`src/rtl/ram_stream_reader.sv`:
```
// ram_stream_reader
//   Port master for one port of a dual-port RAM. Reads nwords words starting
//   at base_addr (addresses wrap modulo RAMSIZE) and streams them out in
//   address order on a valid/ready interface. The RAM has a 1-cycle
//   registered read. A 2-entry output buffer plus a one-deep in-flight flag
//   hides that latency and sustains 1 word/clock.
//
//   Optional feature macro: MEM_CLEAR_ON_READ_EN
//     defined   : ram_wenable pulses with every issued read and ram_wdata=0.
//                 This zeroes each consumed word on a read-before-write RAM.
//     undefined : ram_wenable tied 0; RAM contents are never modified.
//
// Ports
//   clock, reset_n           clock / async active-low reset
//   start, base_addr, nwords job request (sampled only in IDLE)
//   busy, done, err          job status (done/err are 1-cycle pulses)
//   ram_addr, ram_wdata,
//   ram_wenable, ram_rdata   RAM port
//   out_data, out_valid,
//   out_ready                output stream
module ram_stream_reader #(
  parameter  int RAMSIZE   = 1924,
  parameter  int DATAWIDTH = 32,
  localparam int AW        = $clog2(RAMSIZE)
) (
  input  logic                 clock,
  input  logic                 reset_n,
  input  logic                 start,
  input  logic [AW-1:0]        base_addr,
  input  logic [AW:0]          nwords,
  output logic                 busy,
  output logic                 done,
  output logic                 err,
  output logic [AW-1:0]        ram_addr,
  output logic [DATAWIDTH-1:0] ram_wdata,
  output logic                 ram_wenable,
  input  logic [DATAWIDTH-1:0] ram_rdata,
  output logic [DATAWIDTH-1:0] out_data,
  output logic                 out_valid,
  input  logic                 out_ready
);

  localparam logic [1:0] IDLE  = 2'd0;
  localparam logic [1:0] RUN   = 2'd1;
  localparam logic [1:0] DRAIN = 2'd2;

  // AW+1 bits so RAMSIZE itself is representable even for power-of-2 sizes
  localparam logic [AW:0]   RAMSIZE_W = (AW+1)'(RAMSIZE);
  localparam logic [AW-1:0] LAST_ADDR = AW'(RAMSIZE-1);

  logic [1:0]                  state_q, state_d;
  logic [AW-1:0]               addr_q, addr_d;
  logic [AW:0]                 remain_q, remain_d;  // reads still to issue
  logic                        inflight_q;          // ram_rdata holds a word this cycle
  logic [1:0][DATAWIDTH-1:0]   fifo_q;
  logic                        rd_ptr_q, wr_ptr_q;
  logic [1:0]                  count_q;
  logic                        done_q, done_d;
  logic                        err_q, err_d;

  logic                        pop, issue;
  logic [2:0]                  occ;
  logic [AW:0]                 n_clamped;
  logic [AW-1:0]               addr_inc;

  assign pop = (count_q != 2'd0) && out_ready;

  // Slots already committed once this cycle's pop is accounted for. An issue
  // is allowed only if the word it returns is guaranteed a buffer slot.
  assign occ   = {1'b0, count_q} + {2'b00, inflight_q} - {2'b00, pop};
  assign issue = (state_q == RUN) && (remain_q != '0) && (occ < 3'd2);

  assign n_clamped = (nwords > RAMSIZE_W) ? RAMSIZE_W : nwords;
  assign addr_inc  = (addr_q == LAST_ADDR) ? '0 : addr_q + 1'b1;

  always_comb begin
    state_d  = state_q;
    addr_d   = addr_q;
    remain_d = remain_q;
    done_d   = 1'b0;
    err_d    = 1'b0;
    case (state_q)
      IDLE: begin
        if (start) begin
          if ({1'b0, base_addr} >= RAMSIZE_W) begin
            err_d = 1'b1;
          end else if (nwords == '0) begin
            done_d = 1'b1;
          end else begin
            // ram_addr presents base right away; the first read issues in
            // the following cycle
            state_d  = RUN;
            addr_d   = base_addr;
            remain_d = n_clamped;
          end
        end
      end
      RUN: begin
        if (issue) begin
          addr_d   = addr_inc;
          remain_d = remain_q - 1'b1;
          if (remain_q == (AW+1)'(1)) state_d = DRAIN;
        end
      end
      DRAIN: begin
        if ((count_q == 2'd0) && !inflight_q) begin
          state_d = IDLE;
          done_d  = 1'b1;
        end
      end
      default: state_d = IDLE;
    endcase
  end

  always_ff @(posedge clock or negedge reset_n) begin
    if (!reset_n) begin
      state_q    <= IDLE;
      addr_q     <= '0;
      remain_q   <= '0;
      inflight_q <= 1'b0;
      fifo_q     <= '0;
      rd_ptr_q   <= 1'b0;
      wr_ptr_q   <= 1'b0;
      count_q    <= 2'd0;
      done_q     <= 1'b0;
      err_q      <= 1'b0;
    end else begin
      state_q    <= state_d;
      addr_q     <= addr_d;
      remain_q   <= remain_d;
      inflight_q <= issue;
      done_q     <= done_d;
      err_q      <= err_d;
      if (inflight_q) begin
        fifo_q[wr_ptr_q] <= ram_rdata;
        wr_ptr_q         <= ~wr_ptr_q;
      end
      if (pop) rd_ptr_q <= ~rd_ptr_q;
      count_q <= count_q + {1'b0, inflight_q} - {1'b0, pop};
    end
  end

  assign busy      = (state_q != IDLE);
  assign done      = done_q;
  assign err       = err_q;
  assign ram_addr  = addr_q;
  assign ram_wdata = '0;
  assign out_data  = fifo_q[rd_ptr_q];
  assign out_valid = (count_q != 2'd0);

`ifdef MEM_CLEAR_ON_READ_EN
  assign ram_wenable = issue;
`else
  assign ram_wenable = 1'b0;
`endif

endmodule
```
`config.mk`:
```
export PLATFORM = sky130hd
export DESIGN_NAME = ram_stream_reader
export DESIGN_NICKNAME = d
export VERILOG_FILES = /design/src/rtl/ram_stream_reader.sv
export SDC_FILE = /design/constraint.sdc
export NUM_CORES = 1
export LEC_CHECK = 0
export BUFFER_PORTS_ARGS = -buffer_cell sky130_fd_sc_hd__buf_2
export CORE_MARGIN = 1.5
export CORE_UTILIZATION = 55
export CTS_CLUSTER_SIZE = 25
export DETAILED_ROUTE_END_ITERATION = 16
export MAX_ROUTING_LAYER = met4
export PLACE_DENSITY = 0.92
export SYNTH_ARGS = -nofsm -noshare
export SYNTH_HDL_FRONTEND = slang
export SYNTH_SLANG_ARGS = --single-unit
```
`constraint.sdc`:
```
create_clock -name clock -period 6 [get_ports clock]
set_input_delay 1.2 -clock clock [delete_from_list [all_inputs] [get_ports clock]]
set_output_delay 1.2 -clock clock [all_outputs]
set_load 0.01 [all_outputs]
```
======== Yosys cells after proc, flatten, opt, wreduce, memory -nomap -nowiden ========
Cells that the tools add are included.
operators by class
  $add $sub $neg .......................... 6
  order comparisons ....................... 6
  equal/unequal tests ..................... 10
  multiplexer cells ....................... 32
  bitwise gates (word level) .............. 2
  reduce and logical (&&, ||, !) cells .... 15
operator list
  operator               number
  $mux 32                3
  $bwmux 64              1
  $mux 12                5
  $mux 11                5
  $demux 32 s1           1
  $pmux 12 s2            1
  $pmux 11 s2            1
  $eq 12x1->1 const B    1
  $gt 12x11->1 const B   1
  $logic_not 12->1       1
  $mux 2                 6
  $reduce_bool 12->1     1
  $sub 12x1->12 const B  1
  $add 11x1->11 const B  1
  $eq 11x11->1 const B   1
  $ge 11x11->1 const B   1
  $ne 2x2->1 const B     5
  $mux 1                 7
  $pmux 2 s3             1
  $reduce_and 6->1       1
  $reduce_bool 2->1      3
  $logic_and 1x1->1      5
  $reduce_and 5->1       1
  $logic_not 2->1        2
  other kinds (13)       15
word-level totals
  register bits ........................... 96
  input bits .............................. 59
  output and inout port bits .............. 80
  logic and storage cells ................. 82

======== Depth between registers and ports, before layout ========
Gate-level depths: netlist (run 1).
  word-level depth ........................ 7
  gate-level depth with buffers ........... 13
  mapped depth without buffers ............ 12

======== Worst setup path before layout (run 1) ========
Ideal clock, no wire load.
  kind .................................... input-to-reg
  start ................................... input port out_ready
  end ..................................... register remain_q[7]
  setup time .............................. 121 ps
  arrival ................................. 3236 ps
  data required time ...................... 5879 ps
  slack ................................... 2642 ps
  cell stages on the path ................. 11
  path buffers ............................ 1
  cells stage by stage .................... and2_1 > ha_1 > inv_1 > ha_1 > fa_1 > xnor2_1 > nor3_2 > a2bb2oi_2 > or2_4 > buf_6 > o22a_1
on the way
  cells in the longest elaborated chain, start to end .. 6
ends and longest elaborated chain
  what                        line  source
  start, declared             40    input logic out_ready
  $logic_and 1x1->1           66    assign pop = (count_q != 2'd0) && out_ready;
  $sub 3x1->3                 70    assign occ = {1'b0, count_q} + {2'b00, inflight_q} - {2'b00, pop};
  $lt 3x2->1                  71    assign issue = (state_q == RUN) && (remain_q != '0) && (occ < 3'd2);
  $logic_and 1x1->1           71
  $ne 2x2->1 (no line)        n/a
  $reduce_and 5->1 (no line)  n/a
  end signal, assigned        130   remain_q <= remain_d;
  end, declared               53    logic [AW:0] remain_q, remain_d;
Every way passes these cells.
A chain may end at the register's enable or synchronous reset.

======== Worst setup path after layout (run 1) ========
  start ................................... input port out_ready
  end ..................................... register addr_q[9] (netlist: ram_addr[9])
on the way
  cells in the longest elaborated chain, start to end .. 6
ends and longest elaborated chain
  what                        line  source
  $logic_and 1x1->1           66
  net pop                     61    logic pop, issue;
  $sub 3x1->3                 70
  $lt 3x2->1                  71
  $logic_and 1x1->1           71
  $ne 2x2->1 (no line)        n/a
  $reduce_and 5->1 (no line)  n/a
  end signal, assigned        129   addr_q <= addr_d;
  end, declared               52    logic [AW-1:0] addr_q, addr_d;
The timed path passes the listed nets, and every way through them passes these cells.

==> metrics.md, run 1 <==
| Metric | Value |
|---|---|
| Clock sink count | 96 |
| Synth-to-layout area growth | 13.5% |
| Reg2Reg Depth | 12 |
| Most Frequent Cell on Critical Path | ha_1 |
| Int Pwr | 1.91 mW |
| Initial antenna violation count | 0 |
| Clock Latency Late Sink | 360 ps |
| # port buffers | 105 |
| Synth warn | 0 |
| Antenna Nets Post-Route | 0 |
| Final GP Congestion | 0.846 |
| R2r setup slk | 2480 ps |
| Setup repair after global routing missed its margin | no |
| Relative max-transition margin | 29.2% |
| Buf+Inv Stages, Crit Path | 2 |
| Nets | 613 |
| Hold Violations, Final | 0 |
| Unique masters post-synth | 59 |
| Drt total wl | 10800 um |
| Number of remaining DRC errors | 0 |
| Hold endpoint | remain_q[11]$_DFFE_PN0P_ |
| Htree depth | 3 |
| Hold_buf cts | 0 |
| Maxcap violations | 0 |
| Slew @ Worst Pin | 1060 ps |
| Arrival time at the worst endpoint | 4030 ps |
| Hold path start | remain_q[11]$_DFFE_PN0P_ |
| EDFF count, synth | 0 |
| WP data required | 6240 ps |
| CTS tree | yes |
| Wire length of the first global-routing pass | 17900 um |
| Clock share of power | 14.1% |
| Core Area | 0.00885 mm2 |
| Status | complete, no violations |
| Initial DRC Count | 142 |
| Max Clock Freq | 264 MHz |
| Pleak | 2.60 nW |
| Syn_area_per_cell | 11.3 um2 |
| Sequential share of power | 37.1% |
| Hold Path Depth | 1 |
| GRT Overall Usage | 23.2% |
| Pwr dens | 544 mW/mm2 |
| Worst setup EP type | flip-flop |
| Layout cells sized above 1 | 42.9% |
| CTS Buf Count | 9 |
| Slowest stage cell, crit path | a2bb2oi_2 |
| Starting Density | 57.7% |
| Setup-failing EPs final | 0 |
| # resized after CTS | 0 |
| Dpl hpwl | 7570 um |
| Cell Rows | 34 |
| Worst r2r src | count_q[1]$_DFF_PN0_ |
| DIE AREA | 0.00987 mm2 |
| VDD IR max | 272 uV |
| Fin. max-slew vios | 0 |
| DIE HEIGHT | 99.3 um |
| Via count | 3802 |
| Ys flop type | dfrtp_1 |
| Final cycle utilization of the critical path | 63.2% |
| CP max stage delay | 800 ps |
| Final hold slack | 509 ps |
| Post-synth ARST share | 100% |
| Largest net degree at the start of global routing | 64 |
| ANT cells | 0 |
| Gate Count Post-Synth | 450 |
| Post-Synthesis Cell Area | 0.00510 mm2 |
| Drt wl/cell | 16.3 um |
| CTS clk-pin slew, worst paths | 100 ps |
| NetSw | 1.25 mW |
| Crit path max fanout | 24 |
| RR Endpoint | ram_addr[9]$_DFFE_PN0P_ |
| Post-layout min period | 3790 ps |
| Combinational Power Share | 48.8% |
| Net Sw Frac | 39.6% |
| Delay-heaviest family, CP | compound AO/OA/AOI/OAI gates |
| Critical path cell sequence | buf_2, and2_1, ha_1, inv_1, ha_1, fa_1, xnor2_1, nor3_2, a2bb2oi_2, or2_4, o21ai_0 |
| Vias in the first global route | 3828 |
| Setup crit start kind | primary input |
| Crit path depth | 11 |
| Root Driver | clkbuf_8 |
| Clock Tree Buf Depth | 2 |
| Setup TNS | 0 ps |
| Vias per cell | 5.76 |
| Post-CTS Setup Bufs | 0 |
| Total gr overflow | 0 |
| Seq/Total Area, Yosys | 47.1% |
| Synthesized flop and latch total | 96 |
| DRT Pass-1 Iters | 6 |
| Worst Setup Path Type | primary input to flip-flop |
| Worst Skew | 15.4 ps |
| Worst min path class | flip-flop to flip-flop |
| DIE WIDTH | 99.3 um |
| IO Count | 139 |
## per-stage QoR
stage | util (%) | std cells | power, mW | cell area [um2] | setup slack, ps
after floorplan | - | 482 | 2.28 | 5230 | 2640
after global placement | 63.1 | 644 | 2.62 | 5580 | 1990
after detailed placement | 63.1 | 644 | 2.72 | 5580 | 1850
after CTS | 65.5 | 660 | 3.17 | 5800 | 2240
after global routing | 65.5 | 660 | 3.38 | 5800 | 2060
final | 65.5 | 660 | 3.16 | 5800 | 2210
## kinds of logic (layout without fill, tap and decap cells)
group                      Yosys count  in the layout  share of synthesized area [%]
other                                1             33                         0.0735
xor gates and xnor gates             3              3                          0.515
DFF                                 96             96                           47.1
and+or+nand+nor                    103            103                           11.1
adders and majority gates            7              7                           1.86
buffers and inverters               67            137                           7.70
muxes                               96             96                           21.2
AOI/OAI and AO/OA                   77             77                           10.5
## registers in the layout, summed over array words and instances, names as in the netlist
| name | flops |
|---|---|
| count_q | 2 |
| done | 1 |
| err | 1 |
| fifo_q | 64 |
| inflight_q | 1 |
| ram_addr | 11 |
| rd_ptr_q | 1 |
| remain_q | 12 |
| state_q | 2 |
| wr_ptr_q | 1 |
## metal layers
metal  routed length, um  track usage, %  up-vias  part of all wire [%]
met1                4510            28.4     1885                    42
met3                 641            3.72       15                   5.9
met5                   0               -        -                     0
met4                 127            7.80        0                   1.2
met2                5500            39.3      138                    51
li1                    -               -     1764                     -
## cells in the final DEF (no fill, tap or decap), types with 4 or more instances in the layout
cell	n
buf_2	104
mux2_2	96
dfrtp_1	96
conb_1	33
nor2_1	26
nor3_1	24
o21ai_0	18
nand2_1	13
a21oi_1	13
inv_1	11
a31oi_1	11
o31ai_1	10
clkbuf_8	9
ha_1	6
buf_4	6
nor4_1	5
o22a_1	4
## cell usage after synthesis, types with 2 or more instances
library cell	n	area, um2
a2111oi_0	2	17.5
a211oi_1	2	15.0
a21oi_1	13	65.1
a21oi_2	2	17.5
a22oi_1	2	15.0
a31oi_1	11	68.8
and2_1	3	18.8
and3_1	3	18.8
buf_1	6	22.5
buf_2	5	25.0
buf_4	34	255
clkbuf_1	10	37.5
dfrtp_1	96	2400
ha_1	6	75.1
inv_1	11	41.3
mux2_2	96	1080
nand2_1	13	48.8
nand2b_1	2	12.5
nand3_1	3	15.0
nor2_1	26	97.6
nor2b_1	4	25.0
nor3_1	24	120
nor4_1	5	31.3
o21ai_0	18	90.1
o22a_1	4	35.0
o22ai_1	2	12.5
o31ai_1	10	75.1
or3_1	3	18.8
or4_1	2	15.0
or4_4	2	22.5
xor2_1	2	17.5
## power groups by stage
stage          Clock [mW]  Sequential [mW]  Combinational (mW)
2_1_floorplan           0             1.13                1.15
3_3_place_gp            0             1.15                1.47
3_5_place_dp            0             1.18                1.54
4_1_cts             0.455             1.17                1.55
5_1_grt             0.478             1.21                1.69
6_report            0.445             1.17                1.54
## worst max-delay path by stage
| stage | startpoint | endpoint | slack [ps] |
|---|---|---|---|
| global placement | out_ready | remain_q[9]$_DFFE_PN0P_ | 1990 |
| floorplan | out_ready | remain_q[7]$_DFFE_PN0P_ | 2640 |
| finish | out_ready | ram_addr[9]$_DFFE_PN0P_ | 2210 |
| CTS | out_ready | ram_addr[9]$_DFFE_PN0P_ | 2240 |
| detailed placement | out_ready | ram_addr[9]$_DFFE_PN0P_ | 1850 |
| global route | out_ready | ram_addr[2]$_DFFE_PN0P_ | 2060 |
## cell type report
cell class | count | area, um2
timing repair buffer | 110 | 566
tap | 108 | 135
inverter | 11 | 41.3
clock buffer | 9 | 124
multi-input combinational | 319 | 2440
fill | 694 | 3050
clock inverter | 7 | 90.1
sequential | 96 | 2400
Note: power is estimated with default switching activity, not from simulation.
==> run 2, diff against run 1 <==
--- a/config.mk
+++ b/config.mk
@@ -5,13 +5,14 @@
 export SDC_FILE = /design/constraint.sdc
 export NUM_CORES = 1
 export LEC_CHECK = 0
+export ABC_AREA = 1
 export BUFFER_PORTS_ARGS = -buffer_cell sky130_fd_sc_hd__buf_2
 export CORE_MARGIN = 1.5
-export CORE_UTILIZATION = 55
+export CORE_UTILIZATION = 53
 export CTS_CLUSTER_SIZE = 25
 export DETAILED_ROUTE_END_ITERATION = 16
 export MAX_ROUTING_LAYER = met4
-export PLACE_DENSITY = 0.92
+export PLACE_DENSITY = 0.89
 export SYNTH_ARGS = -nofsm -noshare
 export SYNTH_HDL_FRONTEND = slang
 export SYNTH_SLANG_ARGS = --single-unit
==> constraint.sdc (replaced) <==
create_clock -name clock -period 3.5 [get_ports clock]
set_input_delay 0.7 -clock clock [delete_from_list [all_inputs] [get_ports clock]]
set_output_delay 0.7 -clock clock [all_outputs]
set_load 0.01 [all_outputs]
==> run 2 against run 1 <==
Area after synthesis up 3.4%. Count of clock-buffer cells in the layout unchanged. Clock skew down 5.8 ps. Design area up 3.2%. Hold slack worse by 40 ps. Global-route usage down 0.13 points. Critical path depth up 5. Critical path type is now flip-flop to flip-flop. Largest power group unchanged.
==> metrics.md, run 2 <==
| Metric | Value |
|---|---|
| Ys flop type | dfrtp_1 |
| Cell Rows | 36 (+5.9%) |
| Setup crit start kind | flip-flop |
| Initial antenna violation count | 0 (unchanged) |
| Crit path max fanout | 23 (-4.2%) |
| Post-synth top area share | 45.5% (-1.5 points) |
| ANT cells | 0 (unchanged) |
| Drt total wl | 11300 um (+5.3%) |
| Largest area contributor in the synthesized netlist | dfrtp_1 |
| IO Count | 139 (unchanged) |
| Reg area | 0.00240 mm2 (unchanged) |
| CTS Buf Count | 9 (unchanged) |
| Setup-failing EPs final | 0 (unchanged) |
| Antenna Nets Post-Route | 0 (unchanged) |
| Fin. max-slew vios | 0 (unchanged) |
| Top cells by count, synth | nand2_1, dfrtp_1, o21ai_0 |
| EDFF count, synth | 0 (unchanged) |
| # resized after CTS | 0 (unchanged) |
| Final hold slack | 469 ps (-39.5 ps) |
| Status | complete, no violations |
| Final GP Congestion | 0.908 (+7.3%) |
| Seq/Total Area, Yosys | 45.5% (-1.5 points) |
| Starting Density | 54.2% (-3.5 points) |
| CTS clk-pin slew, worst paths | 100 ps (about the same) |
| Unique masters post-synth | 29 (-51%) |
| DIE WIDTH | 103 um (+3.5%) |
| Clock sink count | 96 (unchanged) |
| Area after DPL | 0.00577 mm2 (+3.5%) |
| Synthesized flop and latch total | 96 (unchanged) |
| Gate Count Post-Synth | 744 (+65%) |
| CTS tree | yes |
| Core Area | 0.00973 mm2 (+10%) |
| Via count | 4707 (+24%) |
| Clock Latency Late Sink | 360 ps (about the same) |
| Final cycle utilization of the critical path | 84.2% |
| Total chip power | 5.50 mW (+74%) |
| Synth warn | 0 (unchanged) |
| Dpl hpwl | 7720 um (+2.0%) |
| Highest metal used | met4 |
| Post-layout min period | 2950 ps |
| Largest Register | fifo_q |
| Relative max-transition margin | 32.1% (+2.9 points) |
| Routed wl met2 | 5180 um (-5.9%) |
| Hold Violations, Final | 0 (unchanged) |
| Largest net degree at the start of global routing | 74 (+16%) |
| DRT Pass-1 Iters | 5 (-1) |
| DIE HEIGHT | 103 um (+3.5%) |
| Setup repair after global routing missed its margin | no |
| Area occupied by multi-input gates | 0.00236 mm2 (-3.1%) |
| Commonest non-fill, non-tap cell in the layout | nand2_1 |
| Wire length of the first global-routing pass | 18700 um (+4.3%) |
| Most frequent cell after synthesis | nand2_1 |
| Worst Setup Path Type | flip-flop to flip-flop |
| DIE AREA | 0.0106 mm2 (+7.0%) |
| Setup ws final | 552 ps (-1660 ps) |
| Pwr dens | 919 mW/mm2 (+69%) |
| Pleak | 3.46 nW (+33%) |
| Place WS | 385 ps (-1470 ps) |
| WL met3 | 847 um (+32%) |
| Initial DRC Count | 173 (+22%) |
| Nets | 903 (+47%) |
| Layout cells sized above 1 | 16.2% (-27 points) |
| Vias per cell | 4.83 (-16%) |
| Setup TNS | 0 ps (unchanged) |
| VDD IR max | 382 uV (+40%) |
| Most frequent cells in the layout | nand2_1, buf_2, dfrtp_1 |
| GRT Overall Usage | 23.0% (-0.13 points) |
| Post-CTS Setup Bufs | 0 (unchanged) |
| Worst Skew | 9.58 ps (-5.81 ps) |
| Drt wl/cell | 11.6 um (-29%) |
| Max Clock Freq | 339 MHz |
| Slew @ Worst Pin | 1020 ps (-42.6 ps) |
| Worst min path class | primary input to async pin |
| Top cells by area, synth | dfrtp_1, nand2_1, o21ai_0 |
| Fin area | 0.00598 mm2 (+3.2%) |
| Syn_area_per_cell | 7.09 um2 (-37%) |
| Maxcap violations | 0 (unchanged) |
| Total gr overflow | 0 (unchanged) |
| Htree depth | 3 (unchanged) |
| Synth-to-layout area growth | 13.4% |
| Worst setup EP type | flip-flop |
| Post-synth ARST share | 100% (unchanged) |
| # port buffers | 105 (unchanged) |
| WL met1 | 5180 um (+15%) |
| Largest register FFs | 64 (unchanged) |
| Clock Tree Buf Depth | 2 (unchanged) |
| Fillers | 919 (+32%) |
| Vias in the first global route | 4227 (+10%) |
| Post-Synthesis Cell Area | 0.00528 mm2 (+3.4%) |
| Number of remaining DRC errors | 0 (unchanged) |
| Arrival time at the worst endpoint | 3190 ps (-840 ps) |
| WP data required | 3750 ps (-2490 ps) |
| Hold_buf cts | 0 (unchanged) |
| Root Driver | clkbuf_8 |
-- run 2: cell count changes in the layout (fill, tap and decap cells not counted), sizes merged, moves of 13 or more --
cell | previous run | this run
o21ai | 19 | 74
nor2 | 26 | 46
nand3 | 3 | 26
mux2 | 96 | 0
nand2 | 13 | 328
inv | 13 | 75
nor3 | 25 | 3
a21oi | 15 | 2
-- run 2: cells by family after synthesis --
kind of cell             after synthesis  synth area share (%)
XOR/XNOR                               5                 0.830
AO/OA/AOI/OAI                         80                  7.75
flip-flops                            96                  45.5
buffers and inverters                133                  12.0
AND/OR/NAND/NOR                      422                  32.0
adder cells (fa/ha/maj)                7                  1.80
other                                  1                0.0711
-- run 2: area by class of cell --
class | count | share of cell area [%]
repair buffers | 111 | 9.58
multi-input cells | 547 | 39.5
well taps | 133 | 2.78
clock inverters | 7 | 1.42
flip-flops and latches | 96 | 40.2
clock buffers | 9 | 2.07
inverters | 72 | 4.52
-- run 2: power by group --
part	internal [mW]	switching, mW	leakage (nW)
registers	1.66	0.396	1.16
clock network	0.345	0.413	0.100
logic	0.983	1.70	2.19
-- run 2: worst max-delay path, stage by stage, from the launching register on --
cell and delay [ps]:
dfrtp_1 400, inv_1 120, nand2_1 120, nand2_1 110, inv_1 50, ha_1 270, inv_1 40, ha_1 200
fa_1 470, inv_1 70, nand2_1 50, nor2_1 100, nand2_1 80, nand2_1 90, nand3_2 400, nand2_1 180
nand2_1 60
-- run 2: worst paths after layout --
check / from / endpoint / slack, ps / cells after the start
max: count_q[1]$_DFF_PN0_ / remain_q[0]$_DFFE_PN0P_ / 550 / 16
min: reset_n / fifo_q[40]$_DFFE_PN0P_ / 470 / 1
max reg2reg: count_q[1]$_DFF_PN0_ / remain_q[0]$_DFFE_PN0P_ / 550 / 16
min reg2reg: remain_q[1]$_DFFE_PN0P_ / remain_q[1]$_DFFE_PN0P_ / 490 / 2
max in group asynchronous: reset_n / fifo_q[16]$_DFFE_PN0P_ / 2310 / 2
min in group clock: remain_q[1]$_DFFE_PN0P_ / remain_q[1]$_DFFE_PN0P_ / 490 / 2
-- run 2: layer usage --
| layer | vias to the layer above | global-route usage, % |
|---|---|---|
| li1 | 2412 | - |
| met1 | 2106 | 29.4 |
| met2 | 173 | 37.5 |
| met3 | 16 | 5.02 |
| met4 | 0 | 6.24 |
| met5 | - | - |
-- run 2: per-stage QoR --
| stage | std cells | util, % |
|---|---|---|
| finish | 975 | 61.5 |
| global route | 975 | 61.5 |
| CTS | 975 | 61.5 |
| detailed placement | 959 | 59.3 |
| global placement | 959 | 59.3 |
| floorplan | 776 | - |
